## src/rtl/led_panel_rx.sv

```systemverilog
`default_nettype none
// ============================================================================
//  Module      : led_panel_rx
//  Description : Receiver for a serial LED panel drive bus. It synchronises
//                the panel control/data lines, rebuilds each shifted row into
//                a 64-column display buffer with random-access readout, and
//                tracks the scanned row index, with column-count error
//                detection.
//  Revision    : 1.0 - initial release
// ============================================================================
module led_panel_rx #(
    parameter int COLS = 64
) (
    input  logic       clk,
    input  logic       reset,
    input  logic       red_in,
    input  logic       green_in,
    input  logic       blue_in,
    input  logic       sclk_in,
    input  logic       latch_in,
    input  logic       blank_in,
    input  logic       aclk_in,
    input  logic       arst_in,
    input  logic [2:0] rowmax_in,
    input  logic [5:0] rd_col,
    input  logic       clr_err,
    output logic [2:0] rd_rgb,
    output logic [5:0] row_out,
    output logic       lit,
    output logic       line_stb,
    output logic       frame_stb,
    output logic [7:0] last_cols,
    output logic       col_err
);

    // Bit positions of the panel lines inside the synchroniser vectors
    localparam int c_I_RED   = 0;
    localparam int c_I_GRN   = 1;
    localparam int c_I_BLU   = 2;
    localparam int c_I_SCLK  = 3;
    localparam int c_I_LATCH = 4;
    localparam int c_I_BLANK = 5;
    localparam int c_I_ACLK  = 6;
    localparam int c_I_ARST  = 7;

    // Idle bus levels: arst=1, aclk=0, blank=1, latch=1, sclk=0, rgb=0
    localparam logic [7:0] c_SYNC_IDLE = 8'b1011_0000;
    localparam logic [7:0] c_COLS      = 8'(COLS);
    localparam logic [7:0] c_CNT_MAX   = 8'hFF;

    localparam logic [0:0] c_ST_IDLE = 1'b0;
    localparam logic [0:0] c_ST_SCAN = 1'b1;

    logic [7:0]      w_async;
    logic [7:0]      r_sync1;
    logic [7:0]      r_sync2;
    logic [7:0]      r_hist;

    logic            w_sclk_rise;
    logic            w_latch_fall;
    logic            w_aclk_rise;
    logic            w_arst_rise;
    logic            w_arst_lvl;

    logic [COLS-1:0] r_sreg_r;
    logic [COLS-1:0] r_sreg_g;
    logic [COLS-1:0] r_sreg_b;
    logic [COLS-1:0] r_disp_r;
    logic [COLS-1:0] r_disp_g;
    logic [COLS-1:0] r_disp_b;
    logic [COLS-1:0] w_shift_r;
    logic [COLS-1:0] w_shift_g;
    logic [COLS-1:0] w_shift_b;

    logic [7:0]      r_col_cnt;
    logic [7:0]      w_cnt_next;

    logic [0:0]      r_state;
    logic [0:0]      w_state_next;
    logic [5:0]      w_row_max;
    logic            w_row_clr;
    logic            w_row_step;
    logic            w_row_wrap;
    logic            w_frame;

    assign w_async = {arst_in, aclk_in, blank_in, latch_in,
                      sclk_in, blue_in, green_in, red_in};

    // Two-flop synchroniser plus a history stage for edge detection
    always_ff @(posedge clk or negedge reset) begin
        if (!reset) begin
            r_sync1 <= c_SYNC_IDLE;
            r_sync2 <= c_SYNC_IDLE;
            r_hist  <= c_SYNC_IDLE;
        end else begin
            r_sync1 <= w_async;
            r_sync2 <= r_sync1;
            r_hist  <= r_sync2;
        end
    end

    assign w_sclk_rise  =  r_sync2[c_I_SCLK]  & ~r_hist[c_I_SCLK];
    assign w_latch_fall = ~r_sync2[c_I_LATCH] &  r_hist[c_I_LATCH];
    assign w_aclk_rise  =  r_sync2[c_I_ACLK]  & ~r_hist[c_I_ACLK];
    assign w_arst_rise  =  r_sync2[c_I_ARST]  & ~r_hist[c_I_ARST];
    assign w_arst_lvl   =  r_sync2[c_I_ARST];

    // Blank acts on the synchronised level directly, no edge delay
    assign lit = ~r_sync2[c_I_BLANK];

    // Post-shift register images; a latch in the same cycle captures these
    assign w_shift_r = {r_sync2[c_I_RED], r_sreg_r[COLS-1:1]};
    assign w_shift_g = {r_sync2[c_I_GRN], r_sreg_g[COLS-1:1]};
    assign w_shift_b = {r_sync2[c_I_BLU], r_sreg_b[COLS-1:1]};

    // Saturating column count including a shift landing this cycle
    always_comb begin
        w_cnt_next = r_col_cnt;
        if (w_sclk_rise && (r_col_cnt != c_CNT_MAX)) begin
            w_cnt_next = r_col_cnt + 8'd1;
        end
    end

    // Shift registers, display buffer, column count and latch strobe
    always_ff @(posedge clk or negedge reset) begin
        if (!reset) begin
            r_sreg_r  <= '0;
            r_sreg_g  <= '0;
            r_sreg_b  <= '0;
            r_disp_r  <= '0;
            r_disp_g  <= '0;
            r_disp_b  <= '0;
            r_col_cnt <= '0;
            last_cols <= '0;
            line_stb  <= 1'b0;
        end else begin
            line_stb <= w_latch_fall;
            if (w_sclk_rise) begin
                r_sreg_r <= w_shift_r;
                r_sreg_g <= w_shift_g;
                r_sreg_b <= w_shift_b;
            end
            if (w_latch_fall) begin
                r_disp_r  <= w_sclk_rise ? w_shift_r : r_sreg_r;
                r_disp_g  <= w_sclk_rise ? w_shift_g : r_sreg_g;
                r_disp_b  <= w_sclk_rise ? w_shift_b : r_sreg_b;
                last_cols <= w_cnt_next;
                r_col_cnt <= '0;
            end else begin
                r_col_cnt <= w_cnt_next;
            end
        end
    end

    // Sticky column error; a new error outranks a simultaneous clear
    always_ff @(posedge clk or negedge reset) begin
        if (!reset) begin
            col_err <= 1'b0;
        end else if (w_latch_fall && (w_cnt_next != c_COLS)) begin
            col_err <= 1'b1;
        end else if (clr_err) begin
            col_err <= 1'b0;
        end
    end

    // Registered readout; a same-cycle latch is seen on the following read
    always_ff @(posedge clk or negedge reset) begin
        if (!reset) begin
            rd_rgb <= '0;
        end else begin
            rd_rgb <= {r_disp_r[rd_col], r_disp_g[rd_col], r_disp_b[rd_col]};
        end
    end

    // Row FSM state register
    always_ff @(posedge clk or negedge reset) begin
        if (!reset) begin
            r_state <= c_ST_IDLE;
        end else begin
            r_state <= w_state_next;
        end
    end

    // Row FSM next state: arst level holds IDLE, its release enters SCAN
    always_comb begin
        w_state_next = r_state;
        if (w_arst_lvl) begin
            w_state_next = c_ST_IDLE;
        end else if (r_state == c_ST_IDLE) begin
            w_state_next = c_ST_SCAN;
        end
    end

    assign w_row_max = {rowmax_in, 3'b111};

    // Row FSM outputs: clear, step and wrap decisions (arst dominates aclk)
    always_comb begin
        w_row_clr  = w_arst_lvl;
        w_row_step = (r_state == c_ST_SCAN) && w_aclk_rise && !w_arst_lvl;
        w_row_wrap = w_row_step && (row_out == w_row_max);
        w_frame    = w_arst_rise || w_row_wrap;
    end

    // Row index and frame strobe registers
    always_ff @(posedge clk or negedge reset) begin
        if (!reset) begin
            row_out   <= '0;
            frame_stb <= 1'b0;
        end else begin
            frame_stb <= w_frame;
            if (w_row_clr || w_row_wrap) begin
                row_out <= '0;
            end else if (w_row_step) begin
                row_out <= row_out + 6'd1;
            end
        end
    end

endmodule
`default_nettype wire

```

## config.mk

```make
export PLATFORM = sky130hd
export DESIGN_NAME = led_panel_rx
export DESIGN_NICKNAME = d
export VERILOG_FILES = /design/src/rtl/led_panel_rx.sv
export SDC_FILE = /design/constraint.sdc
export NUM_CORES = 1
export LEC_CHECK = 0
export ABC_AREA = 1
export BUFFER_PORTS_ARGS = -buffer_cell sky130_fd_sc_hd__buf_4
export CAP_MARGIN = 0
export CORE_UTILIZATION = 62
export CTS_CLUSTER_SIZE = 24
export DETAILED_ROUTE_END_ITERATION = 16
export GPL_ROUTABILITY_DRIVEN = 0
export GPL_TIMING_DRIVEN = 0
export HOLD_SLACK_MARGIN = 0.08
export PLACE_DENSITY_LB_ADDON = 0.08
export SYNTH_ARGS = -nofsm -noshare
export SYNTH_HDL_FRONTEND = slang
export SYNTH_SLANG_ARGS = --single-unit
```

## constraint.sdc

```tcl
create_clock -name clk -period 1.55 [get_ports clk]
set_input_delay 0.2325 -clock clk [delete_from_list [all_inputs] [get_ports clk]]
set_output_delay 0.2325 -clock clk [all_outputs]
set_load 0.03 [all_outputs]
```

==> key figures, run 1 <==
Clocking
  – CTS tree: yes
  – Root buf cell: clkbuf_16
  – Total clock sinks: 433
  – Max clock buf depth: 3
  – H-tree lvl count: 2
  – TritonCTS Buffers: 43
  – CTS clock-pin slew for the worst setup and hold paths: 60 ps
  – Clock latency on the worst-skew pair: about 540 ps

Setup path
  – Crit path required time: 2000 ps
  – CP max-delay cell: dfrtp_1
  – WP data arrival: slightly above 2000 ps
  – Crit-path cells: inv_1 > nand2_4 > inv_8 > buf_8 > buf_6 > nand2_1 > o21ai_0 > nand2_1 > o21ai_0
  – CP Capture Type: flip-flop
  – Crit-path leading delay family: buffers and inverters
  – Largest stage delay on the critical path: between 300 and 400 ps
  – Buffer and inverter count on the worst path: 4
  – Setup CP Type: reg2reg
  – CP Launch Type: flip-flop
  – Maximum fanout along the worst path: 10

Cells and area
  – Final instance area: 21000 um2
  – Nets: 2267
  – Util after Layout: 0.730
  – Commonest non-fill, non-tap cells in the layout: 1002 x nand2_1, 425 x dfrtp_1, 161 x nand3_1, 122 x inv_1, 112 x o21ai_1
  – # diodes: 0
  – Area delta synth->final: 16.1%
  – Share of layout cells above drive strength 1: 0.119
  – Commonest non-fill, non-tap cell in the layout: nand2_1

Global routing
  – First-pass GRT wire length: just over 80 mm
  – Initial antenna violation count: 1
  – Largest net degree at the start of global routing: 120
  – Tot GR Track Use: 0.349
  – GRT Residual Overflow: 0
  – Vias in the first global route: roughly 15000

Placed design
  – Post-DP Area: 18900 um2
  – I/O Buffers: 38
  – Placed wire-length estimate: about 32 mm

Timing
  – RSZ-0062 raised after global routing: yes
  – Least-Margin Pin Slew: 991 ps
  – Fin worst setup slack: -57.1 ps
  – Setup TNS: -546 ps
  – Max Transition Viols Final: 0
  – Final setup viols: 22
  – Minimum clock period: around 1600 ps
  – Period utilization: 1.04
  – Fin Hold WS: -327 ps
  – Max-Slew Margin vs Limit: 0.339
  – Fmax: 622 MHz
  – Fin. Hold Viols: 73
  – Worst clock skew: 14.4 ps

Detailed routing
  – DRC viols: 0
  – Drt total wl: 51.1 mm
  – DRT iter0 DRCs: 1764
  – Drt pass-1 iters: 6
  – Via density: 5.68
  – Final ANT Viol Nets: 0
  – Routed WL per cell: about 19 um
  – Via count: 15121

Logic synthesis
  – Yosys reg bits: 433
  – Yosys cell types: 27
  – Register area share after synthesis: 0.601
  – Mapped Avg Cell Area: ~8.4 um2
  – Synth Instances: roughly 2100
  – Mapped Area: 18100 um2
  – Syn_nets: 2162
  – Synth Warn #: 0

Floorplanning
  – # IOs: 41
  – DIE AREA: 29800 um2
  – Die Height: about 170 um
  – Cell row count: a little over 60
  – Starting Density: 0.629
  – Core area: 28700 um2
  – Die X: 173 um

Power and ir drop
  – P_sw: 6.30 mW
  – PwrDens: around 1200 nW/um2
  – Clock share of power: 0.430
  – Seq pwr share: 0.476
  – Combinational fraction of design power: 0.094
  – Cell-internal power: 19.3 mW
  – Worst IR Drop VDD: roughly 1100 uV
  – Net Sw Frac: 0.246
  – Static leakage: 10.6 nW

Run status
  – Status: finished with violations
  – Failing checks: hold timing, setup timing

Run
  – Max cap viols: 0

Min path
  – Hold Crit Class: in2async
## layout make-up
type / count / area [um2]
multi-input cells: 1459 / 6180
flip-flops and latches: 433 / 10800
repair buffers: 58 / 563
clock buffers: 64 / 1310
repair inverters: 1 / 5.00
clock inverters: 12 / 185
well taps: 384 / 480
plain buffers: 124 / 907
fillers: 2202 / 7740
inverters: 125 / 487
## worst register-to-register path, delay by kind of cell, from the launching register on
family | cells | cell delay (ps)
compound gates | 2 | 220
buf+inv | 4 | 650
flops | 1 | 370
simple gates | 3 | 290
## per-layer routing
| layer | vias up | GRT usage | wire (um) |
|---|---|---|---|
| li1 | 6921 | - | - |
| met1 | 7258 | 0.474 | 20200 |
| met2 | 755 | 0.544 | 23300 |
| met3 | 185 | 0.0644 | 4830 |
| met4 | 2 | 0.176 | 2750 |
| met5 | - | 0 | 17 |
## per-stage QoR
stage	hold slack (ps)	cells	worst slack (ps)	total power, mW
global route	-285	2660	-145	26.3
floorplan	-63.1	2140	98.1	13.5
finish	-327	2660	-57.1	25.5
CTS	-310	2656	-34.1	25.5
global placement	333	2562	-3960	14.4
detailed placement	251	2566	-606	14.5
## state kept, by name, summed over array words and instances (netlist names), 3 cells and up
name and flops:
r_disp_r 64, rd_rgb 3, r_hist 4, last_cols 8, r_sreg_b 64, r_disp_g 64
r_sync2 8, r_sync1 8, row_out 6, r_col_cnt 8, r_disp_b 64, r_sreg_g 64
r_sreg_r 64
## power groups by stage
| stage | sequential (mW) | combinational, mW | clock (mW) |
|---|---|---|---|
| floorplan | 12.3 | 1.20 | 0 |
| global placement | 12.3 | 2.09 | 0 |
| detailed placement | 12.3 | 2.18 | 0 |
| CTS | 12.1 | 2.28 | 11.0 |
| global route | 12.2 | 2.63 | 11.5 |
| finish | 12.2 | 2.40 | 11.0 |
## cells by family after synthesis
group | Yosys count | synth area share
XOR/XNOR | 5 | 0.00243
AO/OA/AOI/OAI | 233 | 0.0659
buffers and inverters | 249 | 0.0620
adder cells (fa/ha/maj) | 2 | 0.00139
AND/OR/NAND/NOR | 1218 | 0.268
flip-flops | 433 | 0.601
## synth_stat cells
library cell     n  area [um2]
o21a_1           3        22.5
xnor2_1          4        35.0
dfrtp_1        425       10600
buf_4            5        37.5
inv_1          122         458
nor2_1          33         124
nor2_4           2        22.5
xor2_1           1        8.76
a21o_2           1        8.76
buf_6           12         135
clkbuf_1        44         165
nand2_4          2        22.5
inv_2            2        7.51
nand2_1       1008        3780
o21ai_1         43         215
nand3_1        163         816
nand4_1          5        31.3
ha_1             2        25.0
nand3b_1         1        7.51
a21oi_1         11        55.1
buf_1            5        18.8
o21ai_0        165         826
dfstp_2          8         210
inv_4            1        6.26
a31oi_1         10        62.6
buf_2           58         290
nand2_2          4        25.0
## repair_timing
| action | 4_1_cts | 5_1_grt |
|---|---|---|
| setup buffers | 3 | 2 |
| hold endpoints to repair | 83 | 74 |
| hold buffers | 10 | 1 |
| cloned | 1 | 1 |
| gates resized for setup | 79 | 168 |
| setup endpoints to repair | 393 | 201 |
| pin swaps | 4 | 4 |
## final timing paths
path                       cells after the start      endpoint          from  slack (ps)
min                                            1    row_out[5]         reset        -330
max                                            9  r_disp_r[24]     r_hist[3]         -60
min in group clk                               4     frame_stb  rowmax_in[1]         120
min reg2reg                                    0    r_sync2[1]    r_sync1[1]         350
max reg2reg                                    9  r_disp_r[24]     r_hist[3]         -60
max in group asynchronous                      4  r_disp_g[26]         reset         270
No activity file was read; power rests on OpenSTA's default activity.
==> inputs of run 2 (changes only) <==
--- a/config.mk
+++ b/config.mk
@@ -5,7 +5,6 @@
 export SDC_FILE = /design/constraint.sdc
 export NUM_CORES = 1
 export LEC_CHECK = 0
-export ABC_AREA = 1
 export BUFFER_PORTS_ARGS = -buffer_cell sky130_fd_sc_hd__buf_4
 export CAP_MARGIN = 0
 export CORE_UTILIZATION = 62
==> run 2 against run 1 <==
The flow still finishes with violations (hold timing, setup timing). Total power fell by 1.8%. Register-to-register slack got worse by 80 ps. First-iteration DRC count fell by 39%. Maximum frequency fell by 4.8%. Critical path depth fell by 4. Wire length fell by 18%. Hold slack improved by 97 ps. Die area fell by 1.7%. Flip-flop and latch count did not move. Final area rose by 1.1%. Sequential power barely moved. Largest power group unchanged. Highest routed layer is now met4.
==> key figures, run 2 <==
Run status
  – Status: finished with violations (unchanged)
  – Failing checks: hold timing, setup timing (unchanged)

Logic synthesis
  – Register area share after synthesis: 0.611 (was 0.601)
  – Mapped Avg Cell Area: 9.20 um2 (was 8.44 um2)
  – Syn_nets: 1951 (was 2162)
  – Mapped Area: 17700 um2 (was 18100 um2)
  – Most frequent cells after synthesis: 1176 x nand2_1, 425 x dfrtp_1, 79 x clkbuf_1, 37 x mux2i_1, 27 x mux4_2 (was 1008 x nand2_1, 425 x dfrtp_1, 165 x o21ai_0, 163 x nand3_1, 122 x inv_1)
  – Asr flop ratio synth: 1.00 (unchanged)
  – Yosys reg bits: 433 (unchanged)
  – Most repeated cell in the gate-level netlist after synthesis: nand2_1 (unchanged)
  – Share of the synthesized area in the top cell type: 0.600 (was 0.589)
  – Most common flop cell mapped by yosys: dfrtp_1 (unchanged)
  – Synth Warn #: 0 (unchanged)
  – Yosys top cell by area: dfrtp_1 (unchanged)
  – Synth Instances: 1929 (was 2140)
  – Post-synth EDFFs: 0 (unchanged)
  – Ranking of synthesized cells by area: dfrtp_1 60%, nand2_1 25%, mux4_2 3.4%, mux2i_1 2.1%, clkbuf_1 1.7% (was dfrtp_1 59%, nand2_1 21%, o21ai_0 4.6%, nand3_1 4.5%, inv_1 2.5%)
  – Yosys cell types: 44 (was 27)

Detailed routing
  – Drt total wl: 41.8 mm (was 51.1 mm)
  – DRC viols: 0 (unchanged)
  – Via count: 13450 (was 15121)
  – DRT iter0 DRCs: 1069 (was 1764)
  – Drt pass-1 iters: 5 (was 6)
  – Via density: 5.46 (was 5.68)
  – Final ANT Viol Nets: 0 (unchanged)
  – Routed WL per cell: 17.0 um (was 19.2 um)

Clocking
  – Clock latency on the worst-skew pair: 540 ps (about the same)
  – CTS tree: yes (unchanged)
  – H-tree lvl count: 2 (unchanged)
  – TritonCTS Buffers: 44 (was 43)
  – CTS clock-pin slew for the worst setup and hold paths: 60 ps (about the same)
  – Max clock buf depth: 3 (unchanged)
  – Root buf cell: clkbuf_16 (unchanged)
  – Post-CTS Hold Fix Bufs: 10 (unchanged)
  – Total clock sinks: 433 (unchanged)

Global routing
  – Largest net degree at the start of global routing: 115 (was 120)
  – Initial antenna violation count: 0 (was 1)
  – GRT Residual Overflow: 0 (unchanged)
  – First-pass GRT wire length: 65.6 mm (was 80.5 mm)
  – Tot GR Track Use: 0.288 (was 0.349)
  – Vias in the first global route: 13226 (was 14958)

Timing
  – Fin worst setup slack: -139 ps (was -57.1 ps)
  – Worst clock skew: 15.4 ps (was 14.4 ps)
  – Period utilization: 1.09 (was 1.04)
  – RSZ-0062 raised after global routing: yes (unchanged)
  – Fin Hold WS: -230 ps (was -327 ps)
  – Final setup viols: 7 (was 22)
  – Max-Slew Margin vs Limit: 0.433 (was 0.339)
  – Fin. Hold Viols: 102 (was 73)
  – Max Transition Viols Final: 0 (unchanged)
  – Least-Margin Pin Slew: 850 ps (was 991 ps)
  – Minimum clock period: 1690 ps (was 1610 ps)
  – Fmax: 592 MHz (was 622 MHz)

Placed design
  – Placed cells: 2346 (was 2566)
  – Dpl ws: -1010 ps (was -606 ps)
  – Post-DP Area: 18600 um2 (was 18900 um2)
  – Placed wire-length estimate: 26.0 mm (was 32.2 mm)
  – I/O Buffers: 36 (was 38)

Cells and area
  – Final instance area: 21200 um2 (was 21000 um2)
  – Fill count: 1965 (was 2202)
  – Nets: 2074 (was 2267)
  – Share of layout cells above drive strength 1: 0.163 (was 0.119)
  – Commonest non-fill, non-tap cells in the layout: 1148 x nand2_1, 423 x dfrtp_1, 73 x buf_4, 52 x clkbuf_16, 32 x mux2i_1 (was 1002 x nand2_1, 425 x dfrtp_1, 161 x nand3_1, 122 x inv_1, 112 x o21ai_1)
  – # diodes: 0 (unchanged)
  – Commonest non-fill, non-tap cell in the layout: nand2_1 (unchanged)
  – Area delta synth->final: 19.5% (was 16.1%)
  – Cell Count, Final, Fillers Out: 2463 (was 2660)

Power and ir drop
  – Clock share of power: 0.424 (was 0.430)
  – PwrDens: 1180 nW/um2 (was 1220 nW/um2)
  – Net Sw Frac: 0.241 (was 0.246)
  – P_sw: 6.05 mW (was 6.30 mW)
  – Seq pwr share: 0.487 (was 0.476)
  – Worst IR Drop VDD: 936 uV (was 1090 uV)
  – Combinational fraction of design power: 0.090 (was 0.094)
  – Static leakage: 11.6 nW (was 10.6 nW)
  – Cell-internal power: 19.0 mW (was 19.3 mW)

Min path
  – Hold Crit Class: in2async (unchanged)

Run
  – Max cap viols: 0 (unchanged)

Setup path
  – WP data arrival: 2100 ps (was 2060 ps)
  – Setup CP Type: reg2reg (unchanged)
  – Crit path required time: 1960 ps (was 2000 ps)
  – Reg2reg setup slack: -140 ps (was -60 ps)
  – Reg2Reg Launch Point: r_disp_r[43] (was r_hist[3])
  – Maximum fanout along the worst path: 2 (was 10)
  – CP Launch Type: flip-flop (unchanged)
  – CP Capture Type: flip-flop (unchanged)
  – Worst Setup SP: r_disp_r[43] (was r_hist[3])

Floorplanning
  – Die X: 171 um (was 173 um)
  – Starting Density: 0.635 (was 0.629)
  – Die Height: 171 um (was 173 um)
  – DIE AREA: 29300 um2 (was 29800 um2)
  – Core area: 27900 um2 (was 28700 um2)
  – # IOs: 41 (unchanged)
  – Cell row count: 61 (was 62)
run 2: power groups by stage:
stage / combinational (mW) / clock [mW] / sequential, mW
after global routing: 2.49 / 11.2 / 12.3
after detailed placement: 1.87 / 0 / 12.4
after global placement: 1.80 / 0 / 12.4
final: 2.25 / 10.6 / 12.2
after CTS: 2.06 / 10.7 / 12.2
after floorplan: 1.08 / 0 / 12.4
run 2: final cells by class:
type	count	area (um2)	share of cell area
plain buffers	104	933	0.0440
clock buffers	69	1360	0.0640
clock inverters	10	108	0.00508
inverters	3	11.3	0.000531
multi-input cells	1387	6660	0.314
flip-flops and latches	433	10800	0.512
well taps	378	473	0.0223
repair buffers	79	811	0.0383
run 2: timing repair:
action | 4_1_cts | 5_1_grt
cloned | 0 | 7
buffers inserted | 16 | 8
gates resized for setup | 144 | 180
hold endpoints to repair | 113 | 102
pin swaps | 8 | 14
endpoints found under the setup margin | 396 | 228
run 2: worst max-delay path, stage by stage (launching register included):
cell	delay [ps]
dfrtp_1	380
mux4_2	480
mux2_4	310
o21ai_2	130
nor2_2	50
a22o_1	220
run 2: metal layers:
| metal | wire (um) | global-route usage | vias up |
|---|---|---|---|
| met4 | 1320 | 0.111 | 0 |
| met3 | 2310 | 0.0477 | 100 |
| met1 | 17900 | 0.389 | 6655 |
| li1 | - | - | 6315 |
| met5 | 0 | 0 | - |
| met2 | 20300 | 0.470 | 380 |
run 2: logic make-up after synthesis:
| family | Yosys count | share of synthesized area |
|---|---|---|
| DFF | 433 | 0.611 |
| AOI/OAI and AO/OA | 50 | 0.0178 |
| adders and majority gates | 2 | 0.00141 |
| xor gates and xnor gates | 11 | 0.00543 |
| muxes | 74 | 0.0657 |
| buffers and inverters | 109 | 0.0270 |
| and+or+nand+nor | 1250 | 0.271 |
run 2: stage by stage:
stage               power [mW]  hold WS [ps]   TNS, ps   util
floorplan                 13.4         -63.1     -6550      -
global placement          14.2           333  -1907900  0.662
detailed placement        14.2           337   -271350  0.666
CTS                       25.0          -199      -432  0.739
global route              25.9          -167     -1600  0.759
finish                    25.1          -230      -554  0.759
run 2: worst paths after layout:
| kind | depth (start not counted) | to |
|---|---|---|
| hold reg to reg | 0 | r_sync2[2] |
| max in group asynchronous | 3 | r_sreg_r[38] |
| setup reg to reg | 5 | rd_rgb[2] |
| hold / removal | 1 | row_out[4] |
| setup / recovery | 5 | rd_rgb[2] |
| min in group clk | 4 | rd_rgb[2] |
==> inputs of run 3 (changes only) <==
--- a/config.mk
+++ b/config.mk
@@ -7,13 +7,14 @@
 export LEC_CHECK = 0
 export BUFFER_PORTS_ARGS = -buffer_cell sky130_fd_sc_hd__buf_4
 export CAP_MARGIN = 0
+export CORE_ASPECT_RATIO = 1.5
 export CORE_UTILIZATION = 62
 export CTS_CLUSTER_SIZE = 24
 export DETAILED_ROUTE_END_ITERATION = 16
 export GPL_ROUTABILITY_DRIVEN = 0
-export GPL_TIMING_DRIVEN = 0
 export HOLD_SLACK_MARGIN = 0.08
 export PLACE_DENSITY_LB_ADDON = 0.08
 export SYNTH_ARGS = -nofsm -noshare
 export SYNTH_HDL_FRONTEND = slang
 export SYNTH_SLANG_ARGS = --single-unit
+export TNS_END_PERCENT = 1
==> run 3 against run 2 <==
The run ends with setup timing left. Maximum frequency rose by 1.8%. Critical path depth increased by 2. Clock-buffer cell count fell by 5. Critical endpoint is now col_err. Total power decreased by 2.3%. Register-to-register slack better by 30 ps. Via count fell by 2.6%.
==> key figures, run 3 (synthesis results as in run 2) <==
Setup path
  – Crit-path leading delay family: simple AND/OR/NAND/NOR gates (was multiplexers)
  – Worst reg2reg path endpoint: col_err (was rd_rgb[2])
  – Setup CP Type: reg2reg (unchanged)
  – Largest stage delay on the critical path: 390 ps (was 480 ps)
  – Crit-path cells: ha_4 > nand2_2 > nor3_4 > mux2i_2 > nor2_1 > and3_1 > a41oi_2 (was mux4_2 > mux2_4 > o21ai_2 > nor2_2 > a22o_1)
  – Crit path required time: 2020 ps (was 1960 ps)
  – Reg2reg setup slack: -110 ps (was -140 ps)
  – CP Launch Type: flip-flop (unchanged)
  – Maximum fanout along the worst path: 3 (was 2)
  – WP data arrival: 2130 ps (was 2100 ps)
  – Reg2Reg Launch Point: r_col_cnt[0] (was r_disp_r[43])
  – R2R depth: 7 (was 5)
  – Buffer and inverter count on the worst path: 0 (unchanged)
  – CP Capture Type: flip-flop (unchanged)
  – CP max-delay cell: dfrtp_1 (was mux4_2)

Power and ir drop
  – Clock share of power: 0.414 (was 0.424)
  – Combinational fraction of design power: 0.088 (was 0.090)
  – P_sw: 5.90 mW (was 6.05 mW)
  – Seq pwr share: 0.498 (was 0.487)
  – Static leakage: 11.5 nW (was 11.6 nW)
  – Worst IR Drop VDD: 1060 uV (was 936 uV)
  – Cell-internal power: 18.6 mW (was 19.0 mW)
  – PwrDens: 1180 nW/um2 (about the same)
  – Net Sw Frac: 0.241 (about the same)

Timing
  – Max Transition Viols Final: 0 (unchanged)
  – Final setup viols: 7 (unchanged)
  – Max-Slew Margin vs Limit: 0.693 (was 0.433)
  – RSZ-0062 raised after global routing: yes (unchanged)
  – Fmax: 603 MHz (was 592 MHz)
  – Fin. Hold Viols: 0 (was 102)
  – Period utilization: 1.07 (was 1.09)
  – Worst clock skew: 18.0 ps (was 15.4 ps)
  – Fin Hold WS: 165 ps (was -230 ps)
  – Fin worst setup slack: -110 ps (was -139 ps)
  – Minimum clock period: 1660 ps (was 1690 ps)
  – Least-Margin Pin Slew: 461 ps (was 850 ps)

Clocking
  – Total clock sinks: 433 (unchanged)
  – CTS clock-pin slew for the worst setup and hold paths: 70 ps (was 60 ps)
  – H-tree lvl count: 2 (unchanged)
  – Clock latency on the worst-skew pair: 550 ps (was 540 ps)
  – CTS tree: yes (unchanged)
  – Root buf cell: clkbuf_16 (unchanged)
  – TritonCTS Buffers: 41 (was 44)
  – Max clock buf depth: 3 (unchanged)

Floorplanning
  – Die X: 140 um (was 171 um)
  – DIE AREA: 29300 um2 (about the same)
  – Cell row count: 75 (was 61)
  – Starting Density: 0.632 (was 0.635)
  – # IOs: 41 (unchanged)
  – Die Height: 209 um (was 171 um)
  – Core area: 28100 um2 (was 27900 um2)

Cells and area
  – Commonest non-fill, non-tap cell in the layout: nand2_1 (unchanged)
  – Fill count: 2019 (was 1965)
  – Area delta synth->final: 17.4% (was 19.5%)
  – Share of layout cells above drive strength 1: 0.137 (was 0.163)
  – # diodes: 0 (unchanged)
  – Final instance area: 20800 um2 (was 21200 um2)
  – Commonest non-fill, non-tap cells in the layout: 1162 x nand2_1, 425 x dfrtp_1, 104 x buf_4, 41 x clkbuf_16, 35 x mux2i_1 (was 1148 x nand2_1, 423 x dfrtp_1, 73 x buf_4, 52 x clkbuf_16, 32 x mux2i_1)
  – Nets: 2038 (was 2074)
  – Util after Layout: 0.742 (was 0.759)

Detailed routing
  – DRC viols: 0 (unchanged)
  – Via count: 13094 (was 13450)
  – Drt pass-1 iters: 5 (unchanged)
  – DRT iter0 DRCs: 851 (was 1069)
  – Final ANT Viol Nets: 0 (unchanged)
  – Routed WL per cell: 16.4 um (was 17.0 um)
  – Via density: 5.47 (was 5.46)
  – Drt total wl: 39.2 mm (was 41.8 mm)

Global routing
  – Largest net degree at the start of global routing: 91 (was 115)
  – GRT Residual Overflow: 0 (unchanged)
  – Tot GR Track Use: 0.284 (was 0.288)
  – First-pass GRT wire length: 66.0 mm (was 65.6 mm)
  – Initial antenna violation count: 0 (unchanged)
  – Vias in the first global route: 13652 (was 13226)

Min path
  – Hold Crit Class: in2async (unchanged)

Placed design
  – Placed wire-length estimate: 25.3 mm (was 26.0 mm)
  – I/O Buffers: 40 (was 36)
  – Post-DP Area: 19100 um2 (was 18600 um2)
  – Dpl ws: -415 ps (was -1010 ps)

Run status
  – Status: finished with violations (unchanged)
  – Failing checks: setup timing (was hold timing, setup timing)

Run
  – Max cap viols: 0 (unchanged)
## run 3: cell types whose count changed in the layout (fill, tap and decap cells not counted), moves of 5 or more
cell and delta:
buf_2 -12, clkbuf_2 -11, buf_4 +31, clkbuf_16 -11, nand2_2 -14, clkbuf_4 -28, clkbuf_8 -6, nand2_1 +14
buf_6 -5, buf_8 -20, buf_12 +26
## run 3: worst max-delay path by stage
stage / from / to / slack (ps) / cells after the start
final: r_col_cnt[0] / col_err / -110 / 7
after floorplan: r_sync2[4] / r_disp_g[10] / -70 / 6
after global placement: rd_col[1] / rd_rgb[1] / -360 / 9
after detailed placement: rd_col[0] / rd_rgb[1] / -410 / 10
after global routing: r_col_cnt[0] / col_err / -190 / 7
after CTS: r_disp_r[27] / rd_rgb[2] / -120 / 6
## run 3: what timing repair did
| action | CTS | global route |
|---|---|---|
| endpoints found under the hold margin | 368 | 0 |
| pin swaps | 3 | 8 |
| resized for setup | 7 | 36 |
| endpoints found under the setup margin | 5 | 137 |
| hold buffers | 11 | 0 |
| setup buffers | 0 | 3 |
## run 3: final cells by class
type / instances / area, um2 / area share
inverters: 3 / 16.3 / 0.000781
multi-input cells: 1387 / 6600 / 0.317
clock inverters: 11 / 138 / 0.00661
well taps: 346 / 433 / 0.0208
repair buffers: 150 / 1570 / 0.0752
clock buffers: 64 / 1220 / 0.0587
flip-flops and latches: 433 / 10800 / 0.521
## run 3: power by group through the flow
| stage | logic, mW | registers, mW | clock network, mW |
|---|---|---|---|
| 3_5_place_dp | 2.07 | 12.4 | 0 |
| 5_1_grt | 2.41 | 12.3 | 10.7 |
| 2_1_floorplan | 1.07 | 12.4 | 0 |
| 4_1_cts | 2.13 | 12.2 | 10.3 |
| 6_report | 2.16 | 12.2 | 10.1 |
| 3_3_place_gp | 2.02 | 12.4 | 0 |
## run 3: layer usage
| layer | part of all wire | global-route usage | routed length, um |
|---|---|---|---|
| met1 | 0.41 | 0.357 | 16000 |
| met2 | 0.52 | 0.497 | 20600 |
| met3 | 0.033 | 0.0369 | 1310 |
| met4 | 0.035 | 0.119 | 1380 |
| met5 | 0 | 0 | 0 |
## run 3: metrics by stage
stage | power [mW] | instances | TNS (ps)
finish | 24.5 | 2394 | -336
CTS | 24.6 | 2391 | -205
global placement | 14.4 | 2305 | -1000
detailed placement | 14.5 | 2305 | -1150
floorplan | 13.4 | 1929 | -7330
global route | 25.4 | 2394 | -4050
